<file path="src/rtl/input_sched_pkg.sv">
// Shared constants and state type for the input frame scheduler.
// Builds ROWSxCOLS banks into padded columns.
package input_sched_pkg;

   localparam int ROWS_DEF = 24;
   localparam int COLS_DEF = 32;
   localparam int COL_W    = (ROWS_DEF + 2) * 8;
   localparam int LAST_COL = COLS_DEF + 1;

   typedef enum logic [1:0] {
      StIdle,
      StFetch,
      StEmit,
      StRelease
   } state_e;

   function automatic int col_width(input int rows);
      return (rows + 2) * 8;
   endfunction

   function automatic int last_col(input int cols);
      return cols + 1;
   endfunction

endpackage

</file>
<file path="src/rtl/input_col_packer.sv">
// Delays the issued row index by the buffer read latency.
// Places each returned byte into its slot of the padded column.
module input_col_packer
   import input_sched_pkg::*;
#(
   parameter int ROWS   = ROWS_DEF,
   parameter int RD_LAT = 1,
   parameter int ROW_W  = 5
) (
   input  logic                     clk_i,
   input  logic                     rst_i,
   input  logic                     rd_en_i,
   input  logic [ROW_W-1:0]         rd_row_i,
   input  logic [7:0]               rd_data_i,
   input  logic                     fill_i,
   input  logic [7:0]               fill_pad_i,
   output logic                     last_wr_o,
   output logic [(ROWS+2)*8-1:0]    col_data_o
);

   localparam int ColW = col_width(ROWS);

   logic             vld_q [RD_LAT];
   logic [ROW_W-1:0] row_q [RD_LAT];
   logic [ColW-1:0]  col_q;
   logic             wr_vld;
   logic [ROW_W-1:0] wr_row;

   assign wr_vld     = vld_q[RD_LAT-1];
   assign wr_row     = row_q[RD_LAT-1];
   assign last_wr_o  = wr_vld && (wr_row == ROW_W'(ROWS - 1));
   assign col_data_o = col_q;

   // Reset flushes the pipe so in-flight read data never lands.
   always_ff @(posedge clk_i or posedge rst_i) begin
      if (rst_i) begin
         for (int i = 0; i < RD_LAT; i++) begin
            vld_q[i] <= 1'b0;
            row_q[i] <= '0;
         end
      end else begin
         vld_q[0] <= rd_en_i;
         row_q[0] <= rd_row_i;
         for (int i = 1; i < RD_LAT; i++) begin
            vld_q[i] <= vld_q[i-1];
            row_q[i] <= row_q[i-1];
         end
      end
   end

   always_ff @(posedge clk_i or posedge rst_i) begin
      if (rst_i) begin
         col_q <= '0;
      end else if (fill_i) begin
         col_q <= {(ROWS + 2){fill_pad_i}};
      end else if (wr_vld) begin
         for (int r = 0; r < ROWS; r++) begin
            if (wr_row == ROW_W'(r)) begin
               col_q[ColW-9-8*r -: 8] <= rd_data_i;
            end
         end
      end
   end

endmodule

</file>
<file path="src/rtl/input_frame_scheduler.sv">
// Streams one buffered bank as COLS+2 padded columns to the PE array,
// then hands the bank back to the writer.
module input_frame_scheduler
   import input_sched_pkg::*;
#(
   parameter int ROWS   = ROWS_DEF,
   parameter int COLS   = COLS_DEF,
   parameter int RD_LAT = 1
) (
   input  logic                  clk,
   input  logic                  rst,
   input  logic                  en,
   input  logic                  bank_ready,
   output logic                  bank_release,
   output logic                  rd_en,
   output logic [9:0]            rd_addr,
   input  logic [7:0]            rd_data,
   input  logic [7:0]            pad_value,
   output logic                  col_valid,
   input  logic                  col_ready,
   output logic [(ROWS+2)*8-1:0] col_data,
   output logic [5:0]            col_idx,
   output logic                  frame_done,
   output logic                  busy
);

   localparam int         RowW    = $clog2(ROWS);
   localparam logic [5:0] LastIdx = 6'(last_col(COLS));

   state_e          state_q;
   logic [7:0]      pad_q;
   logic [RowW-1:0] issue_q;
   logic            rd_en_q;
   logic [9:0]      rd_addr_q;
   logic            col_valid_q;
   logic [5:0]      col_idx_q;

   logic            start;
   logic            hs;
   logic            fill;
   logic [7:0]      fill_pad;
   logic            last_wr;

   assign start    = (state_q == StIdle) && en && bank_ready;
   assign hs       = (state_q == StEmit) && col_valid_q && col_ready;
   // Every new column begins as all-pad; fetched rows overwrite the interior.
   assign fill     = start || (hs && (col_idx_q != LastIdx));
   assign fill_pad = start ? pad_value : pad_q;

   assign bank_release = (state_q == StRelease);
   assign busy         = (state_q != StIdle);
   assign frame_done   = hs && (col_idx_q == LastIdx);
   assign rd_en        = rd_en_q;
   assign rd_addr      = rd_addr_q;
   assign col_valid    = col_valid_q;
   assign col_idx      = col_idx_q;

   always_ff @(posedge clk or posedge rst) begin
      if (rst) begin
         state_q     <= StIdle;
         pad_q       <= '0;
         issue_q     <= '0;
         rd_en_q     <= 1'b0;
         rd_addr_q   <= '0;
         col_valid_q <= 1'b0;
         col_idx_q   <= '0;
      end else begin
         unique case (state_q)
            StIdle: begin
               if (start) begin
                  state_q     <= StEmit;
                  pad_q       <= pad_value;
                  col_idx_q   <= '0;
                  col_valid_q <= 1'b1;
               end
            end
            StFetch: begin
               if (rd_en_q) begin
                  if (issue_q == RowW'(ROWS - 1)) begin
                     rd_en_q   <= 1'b0;
                     rd_addr_q <= '0;
                  end else begin
                     issue_q   <= issue_q + 1'b1;
                     rd_addr_q <= rd_addr_q + 10'(COLS);
                  end
               end
               if (last_wr) begin
                  state_q     <= StEmit;
                  col_valid_q <= 1'b1;
               end
            end
            StEmit: begin
               if (hs) begin
                  if (col_idx_q == LastIdx) begin
                     state_q     <= StRelease;
                     col_valid_q <= 1'b0;
                  end else begin
                     col_idx_q <= col_idx_q + 6'd1;
                     // Right pad column needs no reads and stays valid.
                     if (col_idx_q + 6'd1 != LastIdx) begin
                        state_q     <= StFetch;
                        col_valid_q <= 1'b0;
                        rd_en_q     <= 1'b1;
                        issue_q     <= '0;
                        rd_addr_q   <= 10'(col_idx_q);
                     end
                  end
               end
            end
            StRelease: begin
               state_q <= StIdle;
            end
            default: begin
               state_q <= StIdle;
            end
         endcase
      end
   end

   input_col_packer #(
      .ROWS   (ROWS),
      .RD_LAT (RD_LAT),
      .ROW_W  (RowW)
   ) u_packer (
      .clk_i      (clk),
      .rst_i      (rst),
      .rd_en_i    (rd_en_q),
      .rd_row_i   (issue_q),
      .rd_data_i  (rd_data),
      .fill_i     (fill),
      .fill_pad_i (fill_pad),
      .last_wr_o  (last_wr),
      .col_data_o (col_data)
   );

endmodule

</file>
<file path="config.mk">
export PLATFORM = sky130hd
export DESIGN_NAME = input_frame_scheduler
export DESIGN_NICKNAME = d
export VERILOG_FILES = /design/src/rtl/input_sched_pkg.sv /design/src/rtl/input_col_packer.sv /design/src/rtl/input_frame_scheduler.sv
export SDC_FILE = /design/constraint.sdc
export NUM_CORES = 1
export LEC_CHECK = 0
export CAP_MARGIN = 5
export CORE_ASPECT_RATIO = 0.75
export CORE_MARGIN = 3
export CORE_UTILIZATION = 45
export DETAILED_ROUTE_END_ITERATION = 8
export HOLD_SLACK_MARGIN = 0.1
export PLACE_DENSITY = 0.74
export SLEW_MARGIN = 20
export SYNTH_ARGS = -nofsm -noshare
export SYNTH_HDL_FRONTEND = slang
export SYNTH_SLANG_ARGS = --single-unit
</file>
<file path="constraint.sdc">
create_clock -name clk -period 8.2 [get_ports clk]
set_input_delay 0.82 -clock clk [delete_from_list [all_inputs] [get_ports clk]]
set_output_delay 0.82 -clock clk [all_outputs]
set_load 0.02 [all_outputs]
</file>
After elaboration in Yosys (flattened, before gate mapping) --
Cells that the tools add are included.
Storage, ports and cells: ROM bits 0, memories 0, bits in latches 0, output and inout port bits 229, word-level logic and storage cells 205, bits in writable memories 0, flip-flop bits (word level) 247
Operators by class: $mul 0, eq/ne operators 38, order comparisons 0, bitwise gates (word level) 0, reductions and logical operators 69, $add $sub $neg 3, shift operators 0, multiplexer cells 61, div/mod/pow operators 0
Operator list (number):
- $mux 192 | 2
- $mux 8 | 25
- $reduce_bool 2->1 | 28
- $mux 10 | 5
- $reduce_and 2->1 | 24
- $eq 5x5->1 const B | 9
- $eq 5x4->1 const B | 8
- $mux 5 | 5
- $eq 5x3->1 const B | 4
- $pmux 10 s2 | 1
- $mux 6 | 3
- $ne 2x2->1 const B | 6
- $ne 6x6->1 const B | 2
- $pmux 6 s2 | 1
- $reduce_and 4->1 | 3
- $add 10x6->10 const B | 1
- $eq 5x2->1 const B | 2
- $mux 1 | 10
- $mux 2 | 5
- $pmux 5 s2 | 1
- $reduce_and 5->1 | 2
- $pmux 2 s4 | 1
- $logic_and 1x1->1 | 7
- $add 6x1->6 const B | 1
- other kinds (14) | 15

Logic depth before layout (Yosys ltp) --
Gate-level depths: netlist of run 1.
depth after elaboration 7, depth in mapped cells 10, mapped depth without buffers 7

Hierarchy --
Synthesis of run 1 repeated with hierarchy kept, for this count alone.
Second synthesis, totals: cell total of the unflattened synthesis 1160, area total of the unflattened synthesis 11287.1 sq um
By module, submodules not included:
- input_col_packer | sequential area each 5154.9 sq um, area an instance 9420.3 sq um, cells an instance 985, instances 1
- input_frame_scheduler | sequential area each 825.8 sq um, area an instance 1866.8 sq um, cells an instance 175, instances 1

Worst setup path before layout of run 1 --
OpenSTA, ideal clock, no wires.
path kind register to register, start point register col_idx_q[1] (netlist: col_idx[1]), end point register u_packer.col_q[52] (netlist: u_packer.col_data_o[52]), clock period less this slack 2.203 ns, setup time 0.125 ns, arrival 2.078 ns, path slack 5.997 ns, required time 8.075 ns, cell stages (with the launch flop) 10, path through dfrtp_1 inv_1 ha_1 and4bb_2 a21oi_2 buf_6 nor2_8 buf_12 o21ai_4 mux2_2
On the way: word-level cells in the longest chain between the ends 5, elaborated cells on any way between the ends 7, classes of those cells 1 x eq/ne; 1 x mux; 5 x reduce/logical
Ends and longest elaborated chain:
- start: declaration | RTL line input_frame_scheduler.sv:36 | logic [5:0] col_idx_q;
- start signal: assignment | RTL line input_frame_scheduler.sv:98 | col_idx_q <= col_idx_q + 6'd1;
- $ne 6x6->1 * | RTL line input_frame_scheduler.sv:47 | assign fill = start || (hs && (col_idx_q != LastIdx));
- $logic_and 1x1->1 * | RTL line input_frame_scheduler.sv:47
- $logic_or 1x1->1 * | RTL line input_frame_scheduler.sv:47
- $reduce_bool 2->1 (no line)
- $reduce_and 2->1 (no line)
- end signal: assignment | RTL line input_col_packer.sv:55 | col_q <= {(ROWS + 2){fill_pad_i}};
- end signal: indexed assignment | RTL line input_col_packer.sv:59 | col_q[ColW-9-8*r -: 8] <= rd_data_i;
- end: declaration | RTL line input_col_packer.sv:25 | logic [ColW-1:0] col_q;
Every way passes the cells marked *; elsewhere a longest branch is shown, timed or not. A chain may end at the register's enable or synchronous reset.

Worst setup path in the final report of run 1 --
start point register col_idx_q[0] (netlist: col_idx[0]), end point output frame_done
On the way: word-level cells in the longest chain between the ends 2
Ends and longest elaborated chain:
- $eq 6x6->1 | RTL line input_frame_scheduler.sv:52 | assign frame_done = hs && (col_idx_q == LastIdx);
- $logic_and 1x1->1 | RTL line input_frame_scheduler.sv:52
- end: declaration | RTL line input_frame_scheduler.sv:23 | output logic frame_done,
Every way passes these cells.

==> flow_summary.toml, run 1 <==
[status]
outcome = "completed"

[clocking]
cts_buffers = 24
cts.repair.resized = 0
cts_hold_buffers = 0
cts.sinks = 239
clock_latency_ps = 510
cts_max_level = 1
cts-root-buf = "clkbuf_16"
cts_tree = "done"
cts_buffer_depth = 3
post_cts_buffers = 0
cts.clk_slew.worst_paths_ps = 60

[yosys]
syn_inst = 694
ys.flop_type = "dfrtp_1"
ys_seq_elements = 239
syn-cell-area_mm2 = 0.0101
ys_warn_count = 0
synth_enable_flop_cells = 0
avgSynthCellArea_um2 = 14.5
synth_cell_types = 57
synth.yosys.seq_area_share_pct = 59.4
synth_nets = 720
ys_async_sr_fraction_pct = 100

[drt]
vias_per_cell = 5.24
avgRoutedWirePerCell_um = 20.7
drt_first_iter_violations = 316
routed_wl_um = 25600
ant_nets = 0
post-route-drc-count = 0
dr.pass1.iters = 4
routed-via-count = 6488

[worst_setup_path]
critPathLaunchType = "flip-flop"
crit_required_ps = 7380
r2r.worst_path.cells = 6
critPathMaxFanout = 9
cp-startpoint = "col_idx[0]"
slowest_delay_ps = 620
cp_data_arrival_time_ps = 2370
path_cells = "ha_1, and4bb_2, nand2_1, nor2_1, clkdlybuf4s50_1"
critPathSlowestCell = "clkdlybuf4s50_1"
reg2reg_from = "col_idx[0]"
timing.critical_path.to_type = "output port"
endpoint = "frame_done"
r2r_setup_slack_ps = 5180
path_class = "flip-flop to output port"
r2r_end = "u_packer.col_data_o[67]"

[final_layout]
multiInputGateArea_mm2 = 0.00377
post-route-util_pct = 62.5
antenna-diode-count = 0
nFillCells = 1673
layout-drive-gt1-share_pct = 29.9
fin_nets = 959
syn2layout_area_growth_pct = 33.8
ff_latch_area_mm2 = 0.00598

[sta]
rsz0062_at_grt = "false"
period_share_pct = 38.9
worst_slack_ps = 5010
finalHoldViolCount = 0
post-route-min-period_ps = 3190
max_freq_ghz = 0.314
finClkSkew_ps = 10.1
fin_setup_tns_ps = 0
setup_viol = 0
tightest_slew_ps = 990
final_max_slew_viol_count = 0
hold_ws_ps = 449
max_slew_margin_pct = 34.0

[power]
ir_worst_vdd_uv = 152
leakagePower_nw = 5.79
power_density_mw_per_mm2 = 203

[floorplan]
placementRows = 46
core_region_area_mm2 = 0.0215
die_w_um = 179
initial_utilization_pct = 46.7
die_y_um = 136
dieArea_mm2 = 0.0242
ios = 250

[global_routing]
antenna_found_initial = 1
grt_max_degree = 120
grt_pass1_vias = 6598
grt.total_usage_pct = 21.2
gr-total-overflow = 0
grt_first_pass_wirelength_um = 39400

[placed_design]
port_buffers = 249
place.gp.congestion = 0.798
place_hpwl_um = 17800
place_worst_setup_slack_ps = 4590

[min_path]
min_path_cells = 0
hp-class = "flip-flop to flip-flop"

[run]
maxCapViolations = 0
[flip-flops by register name, summed over array words and instances, names as in the netlist]
signal               count
u_packer.row_q           5
u_packer.col_data_o    200
rd_en                    1
rd_addr                 10
state_q                  2
issue_q                  5
u_packer.vld_q           1
col_valid                1
pad_q                    8
col_idx                  6
[worst max-delay path, delay by kind of cell, from the launching register on]
family | cells | cell delay (ps)
simple gates | 3 | 530
buf+inv | 1 | 620
fa+ha+maj | 1 | 190
flops | 1 | 520
[report_power, final]
part	switching, mW	internal [mW]	total (mW)
Combinational	0.184	0.171	0.355
Sequential	0.0380	1.25	1.28
Clock	0.447	0.651	1.10
Total	0.669	2.07	2.74
[metal layers]
metal,vias to the layer above,GRT usage [%],routed length (um)
li1,2936,-,-
met1,3324,31.4,12100
met4,0,3.81,423
met2,202,32.4,11400
met5,-,0,0
met3,26,4.73,1710
[layout by cell type (no fill, tap or decap), types with 3 or more instances in the layout]
cell type and instances:
a31oi_4 10, nor2_1 39, a21oi_2 7, and2_1 4, nand3_1 12, ha_1 5
a21oi_1 3, nor2b_1 6, o31ai_1 3, clkbuf_1 6, buf_4 3, clkbuf_16 25
nand2b_1 3, nor3b_1 4, inv_1 6, a21o_1 6, nand2_1 38, o21ai_4 6
mux2_2 198, clkinvlp_4 3, clkbuf_8 3, mux2_1 4, o21ai_0 13, clkdlybuf4s50_1 249
o21ai_2 8, a22o_1 5, dfrtp_1 239
[how the worst min path moves through the flow]
stage | startpoint | end | slack, ps
6_report | issue_q[1] | u_packer.row_q[1] | 450
5_1_grt | issue_q[4] | u_packer.row_q[4] | 470
4_1_cts | issue_q[1] | u_packer.row_q[1] | 450
3_5_place_dp | issue_q[1] | u_packer.row_q[1] | 430
3_3_place_gp | issue_q[1] | u_packer.row_q[1] | 420
2_1_floorplan | issue_q[1] | u_packer.row_q[1] | 400
[stage by stage]
step           power [mW]  instances  instance area, um^2
3_5_place_dp         1.67       1195                12700
6_report             2.74       1238                13500
3_3_place_gp         1.66       1195                12700
5_1_grt              2.84       1238                13500
4_1_cts              2.77       1238                13500
2_1_floorplan        1.48        694                10100
[area by class of cell]
type                            instances  area share (%)
Inverter                                7           0.251
Sequential cell                       239            44.4
Clock inverter                          9           0.818
Clock buffer                           34            5.12
Tap cell                              288            2.68
Timing Repair Buffer                  252            18.7
Multi-Input combinational cell        409            28.0
[cells by family after synthesis]
logic type | after synthesis | synth area share, %
and+or+nand+nor | 127 | 6.64
adders and majority gates | 5 | 0.622
muxes | 203 | 22.7
AOI/OAI and AO/OA | 71 | 7.26
xor gates and xnor gates | 3 | 0.261
DFF | 239 | 59.4
buffers and inverters | 46 | 3.07
[Yosys cell counts, drive strengths merged, types with 2 or more instances]
master / number / area (um^2)
a22o: 5 / 43.8
dfrtp: 239 / 5980
mux2: 202 / 2270
o31ai: 3 / 22.5
ha: 5 / 62.6
o21ai: 27 / 233
nand3: 12 / 60.1
a31oi: 11 / 219
and2b: 2 / 15.0
nor2b: 6 / 37.5
nand2: 39 / 163
clkbuf: 6 / 25.0
a21o: 7 / 60.1
a21oi: 10 / 76.3
nor3: 2 / 10.0
nand2b: 3 / 18.8
nor3b: 4 / 30.0
buf: 33 / 258
or2: 4 / 27.5
xor2: 2 / 17.5
nand4b: 2 / 23.8
and2: 4 / 25.0
inv: 7 / 26.3
nor2: 44 / 215
(Power assumes the default switching activity.)
==> run 2, diff against run 1 <==
clock period = 3.1 ns   (was 8.2 ns; I/O delays follow)
==> run 2 against run 1 <==
Net effect: global-route usage about the same; routed wire length about the same; core utilization rose by 0.58 points; register-to-register slack worse by 4700 ps; cell count increased by 0.89%; combinational power rose to 2.7 times the previous value.
==> flow_summary.toml, run 2 (synthesized netlist as in run 1, its figures left out) <==
[power]
power_density_mw_per_mm2 = 531
p_total_mw = 7.21
ir_worst_vdd_uv = 331
leakagePower_nw = 5.87

[drt]
vias_per_cell = 5.20
post-route-drc-count = 0
ant_nets = 0
avgRoutedWirePerCell_um = 20.5
routed-via-count = 6491
dr.pass1.iters = 4
routed_wl_um = 25600
drt_first_iter_violations = 371

[sta]
tightest_slew_ps = 882
setup_viol = 0
worst_slack_ps = 435
max_freq_ghz = 0.375
fin_setup_tns_ps = 0
post-route-min-period_ps = 2670
final_max_slew_viol_count = 0
finClkSkew_ps = 14.5
finalHoldViolCount = 0
hold_ws_ps = 328
rsz0062_at_grt = "false"
period_share_pct = 86.0
max_slew_margin_pct = 41.2

[placed_design]
port_buffers = 249
place.gp.congestion = 0.808
place_worst_setup_slack_ps = 464
place_hpwl_um = 17900

[clocking]
cts-root-buf = "clkbuf_16"
cts_hold_buffers = 0
cts.clk_slew.worst_paths_ps = 60
cts_buffer_depth = 3
clock_latency_ps = 510
cts.repair.resized = 0
cts_max_level = 1
post_cts_buffers = 0
cts.sinks = 239
cts_tree = "done"
cts_buffers = 24

[worst_setup_path]
critPathLaunchType = "flip-flop"
timing.critical_path.to_type = "output port"
path_cells = "inv_1, ha_1, and4bb_2, nand2_1, nor2_1, clkdlybuf4s50_1"
critPathMaxFanout = 6
r2r.worst_path.cells = 8
critPathTopFamily = "buffers and inverters"
path_buf_inv = 2
path_class = "flip-flop to output port"
cp_data_arrival_time_ps = 2360
crit_required_ps = 2790
critPathSlowestCell = "clkdlybuf4s50_1"
cp.depth = 6
slowest_delay_ps = 630

[final_layout]
layout-drive-gt1-share_pct = 30.6
largest_register_ffs = 200
final_common_cell = "clkdlybuf4s50_1"
syn2layout_area_growth_pct = 35.0
final_cell_mix = "249 x clkdlybuf4s50_1, 239 x dfrtp_1, 198 x mux2_2"
fin_nets = 969
antenna-diode-count = 0
multiInputGateArea_mm2 = 0.00377
ff_latch_area_mm2 = 0.00598
nFillCells = 1678

[global_routing]
grt_max_degree = 94
grt_pass1_vias = 6707
antenna_found_initial = 0
grt.total_usage_pct = 21.1
gr-total-overflow = 0
grt_first_pass_wirelength_um = 39500

[floorplan]
dieArea_mm2 = 0.0242
initial_utilization_pct = 46.7
ios = 250
placementRows = 46
die_y_um = 136
core_region_area_mm2 = 0.0215
die_w_um = 179

[min_path]
hp-class = "primary input to asynchronous set/reset pin"

[run]
maxCapViolations = 0

[status]
outcome = "completed"
==> run 2: cell types whose count changed in the layout (fill, tap and decap cells not counted), sizes merged <==
cell	before	now
clkbuf	34	41
buf	3	13
clkinvlp	3	1
inv	8	6
bufinv	2	0
==> run 2: path summary, 6_finish.rpt <==
check | start | endpoint | slack (ps)
max reg2reg | col_idx[1] | u_packer.col_data_o[133] | 490
max in group asynchronous | rst | u_packer.col_data_o[67] | 2310
min | rst | col_idx[0] | 330
min in group clk | issue_q[1] | u_packer.row_q[1] | 440
max | col_idx[1] | frame_done | 430
min reg2reg | issue_q[1] | u_packer.row_q[1] | 440
==> run 2: area by class of cell <==
class	count	area share [%]
Sequential cell	239	44.0
Multi-Input combinational cell	409	27.8
Timing Repair Buffer	262	19.5
Clock buffer	41	5.71
Tap cell	288	2.65
Inverter	7	0.221
Clock inverter	3	0.111
==> run 2: metrics by stage <==
step                instances  util, %  instance area, um^2
floorplan                 694        -                10100
global placement         1205     59.4                12800
detailed placement       1205     59.4                12800
CTS                      1249     63.1                13600
global route             1249     63.1                13600
finish                   1249     63.1                13600
==> run 2: worst min-delay path: cells and delay by family <==
kind / cells / cell delay [ps]
buf+inv: 3 / 940
==> run 2: layer usage <==
layer	GRT usage, %	wire length [um]
met4	3.81	412
met2	32.5	11400
met1	31.5	12100
met5	0	0
met3	4.26	1620
==> run 2: report_power, final <==
group	switching, mW	total (mW)	internal [mW]
clock network	1.16	2.86	1.69
logic	0.492	0.961	0.469
registers	0.101	3.40	3.30
total	1.76	7.21	5.46
